`src/rtl/cc_line_fill_engine_if.sv`:
```
`default_nettype none
// ============================================================================
//  Module   : cc_line_fill_engine_if
//  Purpose  : Bundles the AXI R channel, miss-address FIFO port and tag/data
//             SRAM write port of the line-fill engine.
//  Modports : master - the fill engine (drives rready, FIFO pop, SRAM write)
//             slave  - the surroundings (memory, FIFO, SRAM)
//  Ports    : mem_r*        AXI R beat data/resp/last/valid, rready back
//             miss_addr_*   show-ahead FIFO head, empty flag, pop strobe
//             w*            SRAM write request/accept, index, {valid,tag}, line
//             crit_*        critical-word forward pulse and data
//             fill_err_o    error pulse on completion, busy_o engine busy
//  Revision : 1.0  initial release
// ============================================================================
interface cc_line_fill_engine_if #(
  parameter int ADDR_W     = 32,
  parameter int DATA_W     = 64,
  parameter int LINE_BYTES = 64,
  parameter int INDEX_W    = 9
);
  localparam int TAG_W  = ADDR_W - INDEX_W - $clog2(LINE_BYTES);
  localparam int LINE_W = LINE_BYTES * 8;

  logic [DATA_W-1:0]  mem_rdata_i;
  logic [1:0]         mem_rresp_i;
  logic               mem_rlast_i;
  logic               mem_rvalid_i;
  logic               mem_rready_o;
  logic               miss_addr_fifo_empty_i;
  logic [ADDR_W-1:0]  miss_addr_fifo_rdata_i;
  logic               miss_addr_fifo_rden_o;
  logic               wren_o;
  logic               wready_i;
  logic [INDEX_W-1:0] waddr_o;
  logic [TAG_W:0]     wdata_tag_o;
  logic [LINE_W-1:0]  wdata_data_o;
  logic               crit_valid_o;
  logic [DATA_W-1:0]  crit_data_o;
  logic               fill_err_o;
  logic               busy_o;

  modport master (
    input  mem_rdata_i, mem_rresp_i, mem_rlast_i, mem_rvalid_i,
    input  miss_addr_fifo_empty_i, miss_addr_fifo_rdata_i, wready_i,
    output mem_rready_o, miss_addr_fifo_rden_o, wren_o, waddr_o,
    output wdata_tag_o, wdata_data_o, crit_valid_o, crit_data_o,
    output fill_err_o, busy_o
  );

  modport slave (
    output mem_rdata_i, mem_rresp_i, mem_rlast_i, mem_rvalid_i,
    output miss_addr_fifo_empty_i, miss_addr_fifo_rdata_i, wready_i,
    input  mem_rready_o, miss_addr_fifo_rden_o, wren_o, waddr_o,
    input  wdata_tag_o, wdata_data_o, crit_valid_o, crit_data_o,
    input  fill_err_o, busy_o
  );
endinterface
`default_nettype wire

```
`src/rtl/cc_line_fill_engine.sv`:
```
`default_nettype none
// ============================================================================
//  Module   : cc_line_fill_engine
//  Purpose  : Pops one miss address, collects one AXI R burst placing beats
//             critical-word-first (wrapping) into a line buffer, then writes
//             the line and {valid,tag} into the tag/data SRAM. Errored or
//             malformed bursts are written with valid=0.
//  Ports    : clk  - clock
//             rst  - synchronous active-high reset
//             bus  - cc_line_fill_engine_if.master (R channel, miss FIFO,
//                    SRAM write port, critical word, status)
//  Revision : 1.0  initial release
// ============================================================================
module cc_line_fill_engine #(
  parameter int ADDR_W     = 32,
  parameter int DATA_W     = 64,
  parameter int LINE_BYTES = 64,
  parameter int INDEX_W    = 9
) (
  input  wire logic              clk,
  input  wire logic              rst,
  cc_line_fill_engine_if.master  bus
);

  localparam int BEATS    = LINE_BYTES * 8 / DATA_W;
  localparam int BEAT_W   = $clog2(BEATS);
  localparam int OFF_LSB  = $clog2(DATA_W / 8);
  localparam int LINE_LSB = $clog2(LINE_BYTES);
  localparam int TAG_W    = ADDR_W - INDEX_W - LINE_LSB;
  localparam int LINE_W   = LINE_BYTES * 8;

  localparam logic [BEAT_W-1:0] C_LAST_BEAT = BEAT_W'(BEATS - 1);
  localparam logic [BEAT_W-1:0] C_ONE       = BEAT_W'(1);

  localparam logic [1:0] ST_IDLE  = 2'd0;
  localparam logic [1:0] ST_FILL  = 2'd1;
  localparam logic [1:0] ST_WRITE = 2'd2;

  logic [1:0]         state_q, state_d;
  logic [BEAT_W-1:0]  cnt_q, cnt_d;
  logic               err_q, err_d;
  logic [INDEX_W-1:0] index_q, index_d;
  logic [TAG_W-1:0]   tag_q, tag_d;
  logic [BEAT_W-1:0]  off_q, off_d;
  logic [LINE_W-1:0]  line_q, line_d;
  logic [DATA_W-1:0]  crit_data_q, crit_data_d;
  logic               crit_valid_q, crit_valid_d;

  logic               pop;
  logic               is_write;
  logic               last_slot;
  logic [BEAT_W-1:0]  slot;

  // Pop is suppressed while rst is held so a reset cycle never consumes an entry.
  assign pop       = (state_q == ST_IDLE) && !bus.miss_addr_fifo_empty_i && !rst;
  assign is_write  = (state_q == ST_WRITE);
  assign last_slot = (cnt_q == C_LAST_BEAT);
  // Wrap comes for free from the BEAT_W-bit add.
  assign slot      = off_q + cnt_q;

  always_comb begin
    state_d      = state_q;
    cnt_d        = cnt_q;
    err_d        = err_q;
    index_d      = index_q;
    tag_d        = tag_q;
    off_d        = off_q;
    line_d       = line_q;
    crit_data_d  = crit_data_q;
    crit_valid_d = 1'b0;

    case (state_q)
      ST_IDLE: begin
        if (pop) begin
          index_d = bus.miss_addr_fifo_rdata_i[LINE_LSB +: INDEX_W];
          tag_d   = bus.miss_addr_fifo_rdata_i[ADDR_W-1 -: TAG_W];
          off_d   = bus.miss_addr_fifo_rdata_i[OFF_LSB +: BEAT_W];
          state_d = ST_FILL;
        end
      end
      ST_FILL: begin
        if (bus.mem_rvalid_i) begin
          for (int k = 0; k < BEATS; k++) begin
            if (slot == BEAT_W'(k)) begin
              line_d[k*DATA_W +: DATA_W] = bus.mem_rdata_i;
            end
          end
          cnt_d = cnt_q + C_ONE;
          if (cnt_q == '0) begin
            crit_data_d  = bus.mem_rdata_i;
            crit_valid_d = 1'b1;
          end
          // Error on bad response, early rlast, or missing rlast on the final beat.
          if ((bus.mem_rresp_i != 2'b00) || (bus.mem_rlast_i != last_slot)) begin
            err_d = 1'b1;
          end
          if (bus.mem_rlast_i || last_slot) begin
            state_d = ST_WRITE;
          end
        end
      end
      ST_WRITE: begin
        if (bus.wready_i) begin
          err_d   = 1'b0;
          cnt_d   = '0;
          state_d = ST_IDLE;
        end
      end
      default: state_d = ST_IDLE;
    endcase
  end

  always_ff @(posedge clk) begin
    if (rst) begin
      state_q      <= ST_IDLE;
      cnt_q        <= '0;
      err_q        <= 1'b0;
      index_q      <= '0;
      tag_q        <= '0;
      off_q        <= '0;
      crit_data_q  <= '0;
      crit_valid_q <= 1'b0;
    end else begin
      state_q      <= state_d;
      cnt_q        <= cnt_d;
      err_q        <= err_d;
      index_q      <= index_d;
      tag_q        <= tag_d;
      off_q        <= off_d;
      crit_data_q  <= crit_data_d;
      crit_valid_q <= crit_valid_d;
    end
  end

  // Line buffer is deliberately not reset; stale slots are covered by valid=0.
  always_ff @(posedge clk) begin
    line_q <= line_d;
  end

  assign bus.mem_rready_o          = (state_q == ST_FILL);
  assign bus.miss_addr_fifo_rden_o = pop;
  assign bus.wren_o                = is_write;
  // Write payload is gated so every output reads 0 outside WRITE.
  assign bus.waddr_o               = is_write ? index_q : '0;
  assign bus.wdata_tag_o           = is_write ? {~err_q, tag_q} : '0;
  assign bus.wdata_data_o          = is_write ? line_q : '0;
  assign bus.crit_valid_o          = crit_valid_q;
  assign bus.crit_data_o           = crit_data_q;
  assign bus.fill_err_o            = is_write && bus.wready_i && err_q;
  assign bus.busy_o                = (state_q != ST_IDLE);

endmodule
`default_nettype wire

```
`src/flat_wrapper.sv`:
```
// flat-port wrapper written by rule: the top's interface ports become plain ports
module cc_line_fill_engine_flat 
#(
  parameter int ADDR_W     = 32,
  parameter int DATA_W     = 64,
  parameter int LINE_BYTES = 64,
  parameter int INDEX_W    = 9
)
  (clk, rst, bus_mem_rdata_i, bus_mem_rresp_i, bus_mem_rlast_i, bus_mem_rvalid_i, bus_miss_addr_fifo_empty_i, bus_miss_addr_fifo_rdata_i, bus_wready_i, bus_mem_rready_o, bus_miss_addr_fifo_rden_o, bus_wren_o, bus_waddr_o, bus_wdata_tag_o, bus_wdata_data_o, bus_crit_valid_o, bus_crit_data_o, bus_fill_err_o, bus_busy_o);
  cc_line_fill_engine_if #(.ADDR_W(ADDR_W), .DATA_W(DATA_W), .LINE_BYTES(LINE_BYTES), .INDEX_W(INDEX_W)) bus_i ();
  input  wire logic clk;
  input  wire logic rst;
  input wire logic [$bits(bus_i.mem_rdata_i)-1:0] bus_mem_rdata_i;
  input wire logic [$bits(bus_i.mem_rresp_i)-1:0] bus_mem_rresp_i;
  input wire logic [$bits(bus_i.mem_rlast_i)-1:0] bus_mem_rlast_i;
  input wire logic [$bits(bus_i.mem_rvalid_i)-1:0] bus_mem_rvalid_i;
  input wire logic [$bits(bus_i.miss_addr_fifo_empty_i)-1:0] bus_miss_addr_fifo_empty_i;
  input wire logic [$bits(bus_i.miss_addr_fifo_rdata_i)-1:0] bus_miss_addr_fifo_rdata_i;
  input wire logic [$bits(bus_i.wready_i)-1:0] bus_wready_i;
  output wire logic [$bits(bus_i.mem_rready_o)-1:0] bus_mem_rready_o;
  output wire logic [$bits(bus_i.miss_addr_fifo_rden_o)-1:0] bus_miss_addr_fifo_rden_o;
  output wire logic [$bits(bus_i.wren_o)-1:0] bus_wren_o;
  output wire logic [$bits(bus_i.waddr_o)-1:0] bus_waddr_o;
  output wire logic [$bits(bus_i.wdata_tag_o)-1:0] bus_wdata_tag_o;
  output wire logic [$bits(bus_i.wdata_data_o)-1:0] bus_wdata_data_o;
  output wire logic [$bits(bus_i.crit_valid_o)-1:0] bus_crit_valid_o;
  output wire logic [$bits(bus_i.crit_data_o)-1:0] bus_crit_data_o;
  output wire logic [$bits(bus_i.fill_err_o)-1:0] bus_fill_err_o;
  output wire logic [$bits(bus_i.busy_o)-1:0] bus_busy_o;
  assign bus_i.mem_rdata_i = bus_mem_rdata_i;
  assign bus_i.mem_rresp_i = bus_mem_rresp_i;
  assign bus_i.mem_rlast_i = bus_mem_rlast_i;
  assign bus_i.mem_rvalid_i = bus_mem_rvalid_i;
  assign bus_i.miss_addr_fifo_empty_i = bus_miss_addr_fifo_empty_i;
  assign bus_i.miss_addr_fifo_rdata_i = bus_miss_addr_fifo_rdata_i;
  assign bus_i.wready_i = bus_wready_i;
  assign bus_mem_rready_o = bus_i.mem_rready_o;
  assign bus_miss_addr_fifo_rden_o = bus_i.miss_addr_fifo_rden_o;
  assign bus_wren_o = bus_i.wren_o;
  assign bus_waddr_o = bus_i.waddr_o;
  assign bus_wdata_tag_o = bus_i.wdata_tag_o;
  assign bus_wdata_data_o = bus_i.wdata_data_o;
  assign bus_crit_valid_o = bus_i.crit_valid_o;
  assign bus_crit_data_o = bus_i.crit_data_o;
  assign bus_fill_err_o = bus_i.fill_err_o;
  assign bus_busy_o = bus_i.busy_o;
  cc_line_fill_engine #(.ADDR_W(ADDR_W), .DATA_W(DATA_W), .LINE_BYTES(LINE_BYTES), .INDEX_W(INDEX_W)) u_core (.clk(clk), .rst(rst), .bus(bus_i));
endmodule
```
`config.mk`:
```
export PLATFORM = sky130hd
export DESIGN_NAME = cc_line_fill_engine_flat
export DESIGN_NICKNAME = d
export VERILOG_FILES = /design/src/rtl/cc_line_fill_engine_if.sv /design/src/rtl/cc_line_fill_engine.sv /design/src/flat_wrapper.sv
export SDC_FILE = /design/constraint.sdc
export NUM_CORES = 1
export LEC_CHECK = 0
export BUFFER_PORTS_ARGS = -buffer_cell sky130_fd_sc_hd__buf_4
export CAP_MARGIN = 20
export CORE_AREA = 2 2 275 277
export DETAILED_ROUTE_END_ITERATION = 12
export DIE_AREA = 0 0 277 279
export GPL_TIMING_DRIVEN = 0
export SYNTH_ARGS = -nofsm -noshare
export SYNTH_HDL_FRONTEND = slang
export SYNTH_SLANG_ARGS = --single-unit
```
`constraint.sdc`:
```
create_clock -name clk -period 9.1 [get_ports clk]
set_input_delay 0.455 -clock clk [delete_from_list [all_inputs] [get_ports clk]]
set_output_delay 0.455 -clock clk [all_outputs]
set_load 0.01 [all_outputs]
```
== Yosys cells after proc, flatten, opt, wreduce, memory -nomap -nowiden ==
Cells that the tools add are included.
Storage, ports and cells
  register bits: 612
  input port bits: 104
  output and inout port bits: 609
  word-level logic and storage cells: 81
Operators by class
  $add $sub $neg: 2
  equality and inequality tests: 16
  muxes and demuxes: 16
  bitwise gates (word level): 3
  reduce and logical (&&, ||, !) cells: 28
Operators by type and width (count)
  2-to-1 mux 512 bit: 1
  AND reduction 3 bit: 10
  2-to-1 mux 18 bit: 1
  equality test 3 bit, second input constant: 5
  2-to-1 mux 9 bit: 1
  2-to-1 mux 2 bit: 4
  AND reduction 4 bit: 2
  equality test 3 x 2 -> 1 bit, second input constant: 2
  zero test 3 bit: 2
  2-to-1 mux 3 bit: 2
  != test 2 bit, second input constant: 3
  case mux 2 bit (3 select lines): 1
  case mux 3 bit (2 select lines): 1
  nonzero test 2 bit: 3
  logical AND 1 bit: 4
  2-to-1 mux 1 bit: 4
  != test 2 x 1 -> 1 bit, second input constant: 2
  adder 3 x 1 -> 3 bit, second input constant: 1
  adder 3 bit: 1
  equality test 3 x 1 -> 1 bit, second input constant: 1
  NOT 1 bit: 3
  OR reduction 3 bit: 1
  equality test 2 x 1 -> 1 bit, second input constant: 1
  equality test 2 bit, second input constant: 1
  other kinds (6): 8

== Depth between registers and ports, before layout ==
Gate-level depths: netlist of the first run.
  depth in word-level cells: 6
  gate-level depth with buffers: 7
  depth with buffers taken out: 7

== Worst setup path before layout of the first run ==
OpenSTA, ideal clock, no wires.
  path type: reg-to-reg
  start point: register u_core.cnt_q[0]
  end point: register u_core.line_q[128] (enable)
  library setup time: 643 ps
  arrival: 7415 ps
  data required time: 8457 ps
  path slack: 1042 ps
  stages on the path, launching flop included: 7
  path buffers: 0
  period minus slack after synthesis: 8058 ps
  cell sequence: dfxtp_1 > ha_1 > inv_1 > fa_1 > xnor2_1 > xor2_1 > nor4_1
On the way
  longest elaborated chain between the ends: 3
Ends and longest elaborated chain
  start, declared: line cc_line_fill_engine.sv:40  | logic [BEAT_W-1:0] cnt_q, cnt_d;
  start signal, assigned: line cc_line_fill_engine.sv:125  | cnt_q <= cnt_d;
  adder 3 bit: line cc_line_fill_engine.sv:59  | assign slot = off_q + cnt_q;
  equality test 3 x 2 -> 1 bit: line cc_line_fill_engine.sv:84  | if (slot == BEAT_W'(k)) begin
  AND reduction 3 bit (no line)
  end signal, assigned: line cc_line_fill_engine.sv:137  | line_q <= line_d;
  end, declared: line cc_line_fill_engine.sv:45  | logic [LINE_W-1:0] line_q, line_d;
No other way between the ends.
A chain may end at the register's enable or synchronous reset.

== Worst setup path in the final report of the first run ==
  start point: register u_core.cnt_q[0]
  end point: register u_core.line_q[413] (enable)
On the way
  longest elaborated chain between the ends: 3
Ends and longest elaborated chain (line)
  adder 3 bit: cc_line_fill_engine.sv:59
  equality test 3 bit: cc_line_fill_engine.sv:84
  AND reduction 3 bit (no line)
No other way between the ends.

==> flow_metrics.env, run 1 <==
export IMPL_final_wirelength_um=77900
export IMPL_route_detailed_vias_per_inst=4.45
export IMPL_cp_cell_sequence="ha_1, inv_1, fa_1, xnor2_1, xnor2_1, nor4_2, buf_4, buf_4, buf_4, buf_4, buf_4"
export IMPL_nets=2507
export IMPL_timing_max_slew_rel_slack=0.337
export IMPL_synth_xor_xnor_area_share=0.00112
export IMPL_critical_path_startpoint_category="flop"
export IMPL_num_io_pins=713
export IMPL_fillerInstances=6833
export IMPL_worst_slack_ps=5440
export IMPL_power_density_nw_per_um2=189
export IMPL_slowest_delay_ps=700
export IMPL_simple_gate_share_of_the_synthesized_area=0.198
export IMPL_clkSinkCount=612
export IMPL_cap_viol_max_count=0
export IMPL_cts_path_max_buffers=3
export IMPL_routed_via_count=15200
export IMPL_multi_input_comb_area_sq_um=5640
export IMPL_area_taken_by_flip_flops_and_latches_sq_um=17400
export IMPL_largest_family_of_logic_cells_by_synthesized_area="simple AND/OR/NAND/NOR gates"
export IMPL_cts_root_buf="clkbuf_16"
export IMPL_post_synth_mux_area_share=0.0274
export IMPL_rows=100
export IMPL_synthesis_stage_register_bit_count=612
export IMPL_cpMostUsedCell="buf_4"
export IMPL_cts_post_setup_buffers_inserted=0
export IMPL_synth_warning_count=0
export IMPL_post_route_drc_count=0
export IMPL_pin_count_of_the_biggest_net_entering_global_routing=29
export IMPL_status="finished clean"
export IMPL_period_share=0.403
export IMPL_cts_buffers=69
export IMPL_globalRouteOverflowTotal=0
export IMPL_grt_setup_unrepaired="no"
export IMPL_die_height_um=279
export IMPL_drive_above_1_share=0.358
export IMPL_post_route_util=0.441
export IMPL_drt_pass1_iter_count=5
export IMPL_crit_path_top_delay_cell="nor4_2"
export IMPL_post_synth_cell_types=36
export IMPL_clock_tree_htree_level_count=3
export IMPL_detailedPlace_worstSlack_ps=5400
export IMPL_peakVddDrop_mv=0.144
export IMPL_remaining_antenna_violation_count=0
export IMPL_timing_hold_worst_class="primary input to flop"
export IMPL_synthCells=1575
export IMPL_path_clk_slew_ps=60
export IMPL_cts_resized=0
export IMPL_final_number_of_max_transition_violations=0
export IMPL_worstPathArrival_ps=3960
export IMPL_critical_path_top_delay_family="buffers and inverters"
export IMPL_finalCriticalPeriod_ps=3660
export IMPL_floorplan_initialDensity=0.316
export IMPL_dieWidth_um=277
export IMPL_synth_seq_area_share=0.743
export IMPL_core_area_sq_um=74100
export IMPL_synthAdderAreaFrac=0.00353
export IMPL_register_to_register_path_setup_slack_ps=5440
export IMPL_layout_common_cells="buf_4, and2_1, edfxtp_1, nand2b_1, dfxtp_1"
export IMPL_clk_insertion_delay_late_ps=600
export IMPL_gp_congestion=0.821
export IMPL_worst_ep_required_time_ps=9390
export IMPL_grt_first_pass_wirelength_um=110000
export IMPL_post_dp_hpwl_um=57700
export IMPL_cp_max_fo=9
export IMPL_track_usage=0.195
export IMPL_tightest_slew_ps=995
export IMPL_postSynthAreaPerCell_sq_um=14.8
export IMPL_synth_compound_area_frac=0.00829
export IMPL_grt_pass1_vias=15700
export IMPL_place_port_buffers=709
export IMPL_report_final_setup_viol=0
export IMPL_critPathKind="flop to flop"
export IMPL_timing_final_hold_violations=0
export IMPL_synth_fp_nets=1685
export IMPL_drt_first_iter_violations=917
export IMPL_clock_tree_from_tritoncts="yes"
export IMPL_area_growth_synth_to_final_pct=39.6
export IMPL_fin_worst_skew_ps=25.9
export IMPL_total_leakage_power_nw=13.0
export IMPL_fp_dieArea_sq_um=77300
export IMPL_detail_route_wl_per_cell_um=22.8
export IMPL_holdBufCountCts=0
export IMPL_finalSetupTns_ps=0
export IMPL_cp_bufs_invs=6
export IMPL_synth_area_sq_um=23400
export IMPL_number_of_antenna_violations_at_the_first_check_in_global_routing=4
export IMPL_max_clock_freq_mhz=273
export IMPL_layout_commonest_cell="buf_4"
export IMPL_worstSetupEndpointType="flop"
-- synth_stat cells --
master / number / area, sq um
nand3b_1: 2 / 15.0
xnor2_1: 2 / 17.5
or3_1: 1 / 6.26
a2111oi_0: 1 / 8.76
buf_6: 5 / 56.3
o21ai_0: 10 / 50.1
inv_2: 1 / 3.75
nor2_1: 8 / 30.0
edfxtp_1: 512 / 15400
clkbuf_1: 77 / 289
nand3b_4: 1 / 20.0
nor3b_2: 1 / 12.5
mux2i_1: 64 / 641
nor4_1: 2 / 12.5
buf_2: 7 / 35.0
a21oi_1: 4 / 20.0
xor2_1: 1 / 8.76
a211oi_1: 1 / 7.51
buf_4: 2 / 15.0
nand2_1: 34 / 128
nor2b_1: 1 / 6.26
and3b_1: 1 / 8.76
fa_1: 1 / 20.0
o31ai_1: 1 / 7.51
dfxtp_1: 100 / 2000
o32a_1: 1 / 10.0
nand2b_1: 157 / 982
nand3_1: 4 / 20.0
or2_2: 1 / 6.26
inv_1: 7 / 26.3
o21ai_1: 18 / 90.1
nor3_1: 2 / 10.0
and2_1: 538 / 3370
and3_1: 1 / 6.26
ha_1: 5 / 62.6
nor4_2: 1 / 12.5
-- metal layers --
| layer | track usage | wire (um) | vias to the layer above |
|---|---|---|---|
| met5 | 0 | 0 | - |
| met1 | 0.238 | 31100 | 7460 |
| met3 | 0.0476 | 5490 | 145 |
| met2 | 0.334 | 38500 | 603 |
| met4 | 0.0771 | 2840 | 0 |
| li1 | - | - | 7031 |
-- worst paths after layout --
| kind | startpoint | to | cells after the start |
|---|---|---|---|
| min reg2reg | u_core.tag_q[3]$_SDFFE_PP0P_ | u_core.tag_q[3]$_SDFFE_PP0P_ | 2 |
| max | u_core.cnt_q[0]$_SDFFE_PP0P_ | u_core.line_q[413]$_DFFE_PP_ | 11 |
| max reg2reg | u_core.cnt_q[0]$_SDFFE_PP0P_ | u_core.line_q[413]$_DFFE_PP_ | 11 |
| min | bus_miss_addr_fifo_rdata_i[25] | u_core.tag_q[10]$_SDFFE_PP0P_ | 3 |
-- final cells by class --
class,instances,area share
Sequential cell,612,0.532
Clock inverter,39,0.0102
Clock buffer,86,0.0567
Tap cell,969,0.0371
Antenna cell,3,0.000230
Inverter,8,0.000920
Buffer,91,0.0121
Multi-Input combinational cell,864,0.173
Timing Repair Buffer,751,0.178
-- power breakdown --
| group | switching [mW] | total [mW] | internal (mW) |
|---|---|---|---|
| clock network | 1.14 | 2.71 | 1.57 |
| registers | 0.0188 | 3.11 | 3.09 |
| logic | 0.211 | 0.354 | 0.143 |
-- stage by stage --
stage | power [mW] | instance area [sq um] | cells | hold slack [ps]
floorplan | 3.30 | 23400 | 1575 | 438
CTS | 6.24 | 32600 | 3420 | 13.5
global placement | 3.52 | 29900 | 3253 | 449
global route | 6.36 | 32600 | 3420 | 38.6
finish | 6.17 | 32600 | 3423 | 62.0
detailed placement | 3.53 | 30400 | 3295 | 452
-- cells by family after synthesis --
family                   count (synthesis)
adder cells (fa/ha/maj)                  6
AO/OA/AOI/OAI                           36
flip-flops                             612
multiplexers                            64
XOR/XNOR                                 3
AND/OR/NAND/NOR                        755
buffers and inverters                   99
-- tightest hold or removal path, cell delays in order --
cell and delay [ps]:
buf_4 80, nand2_1 30, o21ai_0 50
-- state kept, by name, summed over array words and instances, names as in the netlist --
name,cells
u_core.bus.crit_data_o,64
u_core.bus.crit_valid_o,1
u_core.cnt_q,3
u_core.err_q,1
u_core.index_q,9
u_core.line_q,512
u_core.off_q,3
u_core.state_q,2
u_core.tag_q,17
(Power assumes the default switching activity.)
==> run 2: changes to the inputs <==
--- a/config.mk
+++ b/config.mk
@@ -7,9 +7,9 @@
 export LEC_CHECK = 0
 export BUFFER_PORTS_ARGS = -buffer_cell sky130_fd_sc_hd__buf_4
 export CAP_MARGIN = 20
-export CORE_AREA = 2 2 275 277
+export CORE_AREA = 2 2 281 283
 export DETAILED_ROUTE_END_ITERATION = 12
-export DIE_AREA = 0 0 277 279
+export DIE_AREA = 0 0 283 285
 export GPL_TIMING_DRIVEN = 0
 export SYNTH_ARGS = -nofsm -noshare
 export SYNTH_HDL_FRONTEND = slang
==> constraint.sdc (replaced) <==
create_clock -name clk -period 3.2 [get_ports clk]
set_input_delay 0.16 -clock clk [delete_from_list [all_inputs] [get_ports clk]]
set_output_delay 0.16 -clock clk [all_outputs]
set_load 0.01 [all_outputs]
==> flow_metrics.env, run 2 (synthesized netlist as in run 1, its figures left out) <==
export IMPL_worst_r2r_startpoint="u_core.cnt_q[0]$_SDFFE_PP0P_"
export IMPL_holdWs_ps=90.9
export IMPL_fp_dieArea_sq_um=80700
export IMPL_total_leakage_power_nw=13.5
export IMPL_place_port_buffers=709
export IMPL_r2r_end="u_core.line_q[415]$_DFFE_PP_"
export IMPL_globalRouteOverflowTotal=0
export IMPL_cp_cell_sequence="ha_1, inv_1, fa_2, xnor2_4, xnor2_2, nor4_4, buf_8, buf_6, buf_8, buf_6"
export IMPL_r2r_worst_path_depth=10
export IMPL_finalSetupTns_ps=0
export IMPL_gp_congestion=0.825
export IMPL_pin_count_of_the_biggest_net_entering_global_routing=30
export IMPL_max_clock_freq_mhz=329
export IMPL_critPathKind="flop to flop"
export IMPL_core_area_sq_um=78000
export IMPL_power_density_nw_per_um2=523
export IMPL_detailed_place_area_sq_um=30600
export IMPL_die_height_um=285
export IMPL_routed_via_count=15700
export IMPL_status="finished clean"
export IMPL_route_detailed_vias_per_inst=4.38
export IMPL_period_share=0.950
export IMPL_cts_buffers=68
export IMPL_area_growth_synth_to_final_pct=44.9
export IMPL_finalCriticalPeriod_ps=3040
export IMPL_grt_pass1_vias=16600
export IMPL_post_route_util=0.435
export IMPL_fin_worst_skew_ps=24.1
export IMPL_drt_pass1_iter_count=6
export IMPL_cts_root_buf="clkbuf_16"
export IMPL_grt_first_pass_wirelength_um=113000
export IMPL_largest_register="u_core.line_q"
export IMPL_final_wirelength_um=79000
export IMPL_timing_final_hold_violations=0
export IMPL_path_clk_slew_ps=60
export IMPL_num_io_pins=713
export IMPL_critical_path_startpoint="u_core.cnt_q[0]$_SDFFE_PP0P_"
export IMPL_layout_commonest_cell="buf_4"
export IMPL_grt_setup_unrepaired="no"
export IMPL_cap_viol_max_count=0
export IMPL_final_number_of_max_transition_violations=0
export IMPL_clock_tree_from_tritoncts="yes"
export IMPL_tightest_slew_ps=655
export IMPL_register_to_register_path_setup_slack_ps=160
export IMPL_clock_tree_htree_level_count=3
export IMPL_critical_path_startpoint_category="flop"
export IMPL_worstSetupEndpointType="flop"
export IMPL_worst_ep_required_time_ps=3500
export IMPL_floorplan_initialDensity=0.300
export IMPL_rows=103
export IMPL_largest_register_ffs=512
export IMPL_slowest_delay_ps=490
export IMPL_critPathCapture="u_core.line_q[415]$_DFFE_PP_"
export IMPL_stdcell_area_sq_um=33900
export IMPL_post_route_drc_count=0
export IMPL_cp_max_fo=13
export IMPL_clkSinkCount=612
export IMPL_report_final_setup_viol=0
export IMPL_drive_above_1_share=0.345
export IMPL_worstPathArrival_ps=3340
export IMPL_number_of_antenna_violations_at_the_first_check_in_global_routing=5
export IMPL_peakVddDrop_mv=0.435
export IMPL_remaining_antenna_violation_count=0
export IMPL_layout_common_cells="buf_4, and2_1, edfxtp_1, nand2b_1, dfxtp_1"
export IMPL_layoutNonFillerInstCount=3591
export IMPL_track_usage=0.191
export IMPL_detailedPlace_worstSlack_ps=-106
export IMPL_crit_path_top_delay_cell="nor4_4"
export IMPL_post_dp_hpwl_um=57600
export IMPL_clk_insertion_delay_late_ps=610
export IMPL_timing_hold_worst_class="primary input to flop"
export IMPL_worst_slack_ps=160
export IMPL_post_place_cells=3363
export IMPL_timing_max_slew_rel_slack=0.563
export IMPL_detail_route_wl_per_cell_um=22.0
export IMPL_dieWidth_um=283
export IMPL_cts_path_max_buffers=3
export IMPL_nets=2594
export IMPL_pnr_total_power_mw=17.7
export IMPL_drt_first_iter_violations=932
==> run 2: final cells by class <==
| cell class | instances | area [sq um] |
|---|---|---|
| plain buffers | 91 | 432 |
| clock buffers | 80 | 1770 |
| well taps | 1050 | 1310 |
| flip-flops and latches | 612 | 17400 |
| multi-input cells | 864 | 5700 |
| clock inverters | 43 | 448 |
| fillers | 7079 | 44100 |
| repair buffers | 839 | 6810 |
| inverters | 8 | 30.0 |
| diodes | 4 | 10.0 |
==> run 2: repair_timing <==
action / CTS / global route
pin swaps: 1 / 0
resized for setup: 15 / 8
hold buffers: 98 / 0
setup buffers: 3 / 0
endpoints found under the hold margin: 611 / 0
endpoints found under the setup margin: 311 / 21
==> run 2: how the worst min path moves through the flow <==
stage,cells after the start,from,slack [ps],endpoint
2_1_floorplan,1,bus_wready_i,260,u_core.err_q$_SDFFE_PP0P_
6_report,4,rst,90,u_core.index_q[1]$_SDFFE_PP0P_
3_5_place_dp,3,bus_miss_addr_fifo_rdata_i[12],360,u_core.index_q[6]$_SDFFE_PP0P_
3_3_place_gp,3,bus_miss_addr_fifo_rdata_i[11],360,u_core.index_q[5]$_SDFFE_PP0P_
5_1_grt,4,rst,80,u_core.index_q[1]$_SDFFE_PP0P_
4_1_cts,4,rst,30,u_core.off_q[2]$_SDFFE_PP0P_
==> run 2: report_power, final <==
group | switching, mW | internal [mW] | total [mW] | leakage, nW
clock network | 3.26 | 4.49 | 7.74 | 1.06
registers | 0.0569 | 8.79 | 8.84 | 5.43
logic | 0.635 | 0.492 | 1.13 | 6.98
total | 3.95 | 13.8 | 17.7 | 13.5
==> run 2: metal layers <==
layer | track usage | routed length [um] | up-vias
met3 | 0.0530 | 6110 | 141
met4 | 0.0737 | 2620 | 0
li1 | - | - | 7186
met1 | 0.220 | 30600 | 7720
met2 | 0.338 | 39700 | 692
met5 | 0 | 0 | -
==> run 2: worst max-delay path, delay by kind of cell (launching register included) <==
kind                     cells  cell delay (ps)
buffers and inverters        5              830
adder cells (fa/ha/maj)      2              550
AND/OR/NAND/NOR              1              490
XOR/XNOR                     2              450
flip-flops                   1              390
==> run 3: changes to the inputs <==
==> constraint.sdc (replaced) <==
create_clock -name clk -period 3.2 [get_ports clk]
set_input_delay 0.48 -clock clk [delete_from_list [all_inputs] [get_ports clk]]
set_output_delay 0.48 -clock clk [all_outputs]
set_load 0.01 [all_outputs]
==> flow_metrics.env, run 3 (synthesized netlist as in run 1, its figures left out) <==
export IMPL_period_share=0.964
export IMPL_largest_register="u_core.line_q"
export IMPL_worst_r2r_startpoint="u_core.cnt_q[0]$_SDFFE_PP0P_"
export IMPL_stdcell_area_sq_um=33000
export IMPL_cts_path_max_buffers=3
export IMPL_slowest_delay_ps=480
export IMPL_largest_register_ffs=512
export IMPL_die_height_um=285
export IMPL_cts_root_buf="clkbuf_16"
export IMPL_drt_pass1_iter_count=5
export IMPL_post_dp_hpwl_um=57600
export IMPL_route_detailed_vias_per_inst=4.40
export IMPL_cap_viol_max_count=0
export IMPL_grt_first_pass_wirelength_um=111000
export IMPL_timing_max_slew_rel_slack=0.560
export IMPL_number_of_antenna_violations_at_the_first_check_in_global_routing=5
export IMPL_seq_power_share=0.502
export IMPL_core_area_sq_um=78000
export IMPL_grt_setup_unrepaired="yes"
export IMPL_worst_ep_required_time_ps=2720
export IMPL_num_io_pins=713
export IMPL_switching_share=0.223
export IMPL_final_wirelength_um=77800
export IMPL_grt_pass1_vias=16000
export IMPL_r2r_end="u_core.line_q[422]$_DFFE_PP_"
export IMPL_critical_path_startpoint="u_core.state_q[1]$_SDFFE_PP0P_"
export IMPL_remaining_antenna_violation_count=0
export IMPL_tightest_slew_ps=659
export IMPL_register_to_register_path_setup_slack_ps=200
export IMPL_layout_commonest_cell="buf_4"
export IMPL_area_growth_synth_to_final_pct=41.0
export IMPL_cp_max_fo=10
export IMPL_post_route_drc_count=0
export IMPL_layout_common_cells="buf_4, and2_1, edfxtp_1, nand2b_1, dfxtp_1"
export IMPL_worstHoldStart="bus_miss_addr_fifo_rdata_i[12]"
export IMPL_clock_tree_from_tritoncts="yes"
export IMPL_fp_dieArea_sq_um=80700
export IMPL_rows=103
export IMPL_finalSetupTns_ps=0
export IMPL_pin_count_of_the_biggest_net_entering_global_routing=30
export IMPL_power_report_internal_total_mw=13.7
export IMPL_finalCriticalPeriod_ps=3090
export IMPL_track_usage=0.188
export IMPL_groute_layer_met1_usage=0.220
export IMPL_clkSinkCount=612
export IMPL_met2_resource_use_gr=0.330
export IMPL_worstPathArrival_ps=2610
export IMPL_clk_insertion_delay_late_ps=610
export IMPL_cts_buffers=68
export IMPL_final_number_of_max_transition_violations=0
export IMPL_crit_path_top_delay_cell="dfxtp_1"
export IMPL_critPathKind="flop to output port"
export IMPL_floorplan_initialDensity=0.300
export IMPL_worst_slack_ps=114
export IMPL_detail_route_wl_per_cell_um=22.3
export IMPL_grtUsageMet3=0.0505
export IMPL_drive_above_1_share=0.371
export IMPL_detailed_place_area_sq_um=30600
export IMPL_clock_tree_htree_level_count=3
export IMPL_r2r_worst_path_depth=10
export IMPL_reported_net_switching_power_mw=3.92
export IMPL_critical_path_startpoint_category="flop"
export IMPL_worst_hold_path_num_cells=3
export IMPL_dieWidth_um=283
export IMPL_cp_cell_sequence="nand2b_1, inv_4, buf_6, clkbuf_2, and2_1, buf_4"
export IMPL_global_route_peak_usage_layer="met2"
export IMPL_max_clock_freq_mhz=324
export IMPL_worstSetupEndpointType="output port"
export IMPL_detailedPlace_worstSlack_ps=-378
export IMPL_routed_via_count=15400
export IMPL_status="finished clean"
export IMPL_place_port_buffers=709
export IMPL_critPathCapture="bus_wdata_data_o[63]"
export IMPL_total_leakage_power_nw=13.2
export IMPL_power_frac_comb=0.058
export IMPL_globalRouteOverflowTotal=0
export IMPL_path_clk_slew_ps=60
export IMPL_peakVddDrop_mv=0.436
export IMPL_fin_worst_skew_ps=25.0
export IMPL_timing_final_hold_violations=0
export IMPL_timing_hold_worst_class="primary input to flop"
export IMPL_gp_congestion=0.825
export IMPL_nets=2496
export IMPL_report_final_setup_viol=0
export IMPL_power_density_nw_per_um2=534
export IMPL_clk_network_pwr_share=0.440
export IMPL_drt_first_iter_violations=929
==> run 3: how the worst min path moves through the flow <==
stage                                                 to
after CTS                 u_core.index_q[6]$_SDFFE_PP0P_
final                     u_core.index_q[6]$_SDFFE_PP0P_
after global routing       u_core.tag_q[11]$_SDFFE_PP0P_
after detailed placement    u_core.tag_q[8]$_SDFFE_PP0P_
after global placement      u_core.tag_q[8]$_SDFFE_PP0P_
after floorplan           u_core.index_q[1]$_SDFFE_PP0P_
==> run 3: stage by stage <==
| stage | utilization | power [mW] | std cells | hold slack [ps] |
|---|---|---|---|---|
| 3_5_place_dp | 0.393 | 10.0 | 3363 | 458 |
| 6_report | 0.423 | 17.6 | 3493 | 83.9 |
| 4_1_cts | 0.422 | 17.8 | 3489 | 26.0 |
| 3_3_place_gp | 0.386 | 10.0 | 3334 | 450 |
| 5_1_grt | 0.423 | 18.2 | 3489 | 57.9 |
| 2_1_floorplan | - | 9.40 | 1575 | 438 |
==> run 3: critical path, delay by kind of cell (launching register included) <==
kind	cells	cell delay [ps]
buf+inv	4	1060
flops	1	480
simple gates	2	440
==> run 3: cell type report <==
cell class,count,area [sq um]
tap,1050,1310
multi-input combinational,864,5700
buffer,91,490
sequential,612,17400
clock inverter,43,448
antenna,4,10.0
fill,7193,45000
inverter,8,32.5
clock buffer,80,1770
timing repair buffer,741,5820
==> run 3: routing by layer <==
metal  share of wire  wire [um]  vias up
li1                -          -     7001
met1            0.39      30700     7606
met2            0.50      39200      637
met3           0.073       5700      125
met4           0.029       2250        0
met5               0          0        -
==> run 3: power groups by stage <==
stage               Combinational (mW)  Sequential [mW]  Clock [mW]
global route                      1.10             8.85        8.22
finish                            1.03             8.84        7.74
global placement                 0.997             9.01           0
detailed placement                1.04             9.01           0
floorplan                        0.377             9.02           0
CTS                               1.05             8.84        7.91
==> run 3: what timing repair did <==
item / CTS / global route
hold buffers: 0 / 0
setup endpoints to repair: 502 / 181
resized for setup: 36 / 39
pin swaps: 1 / 0
buffers inserted: 3 / 0
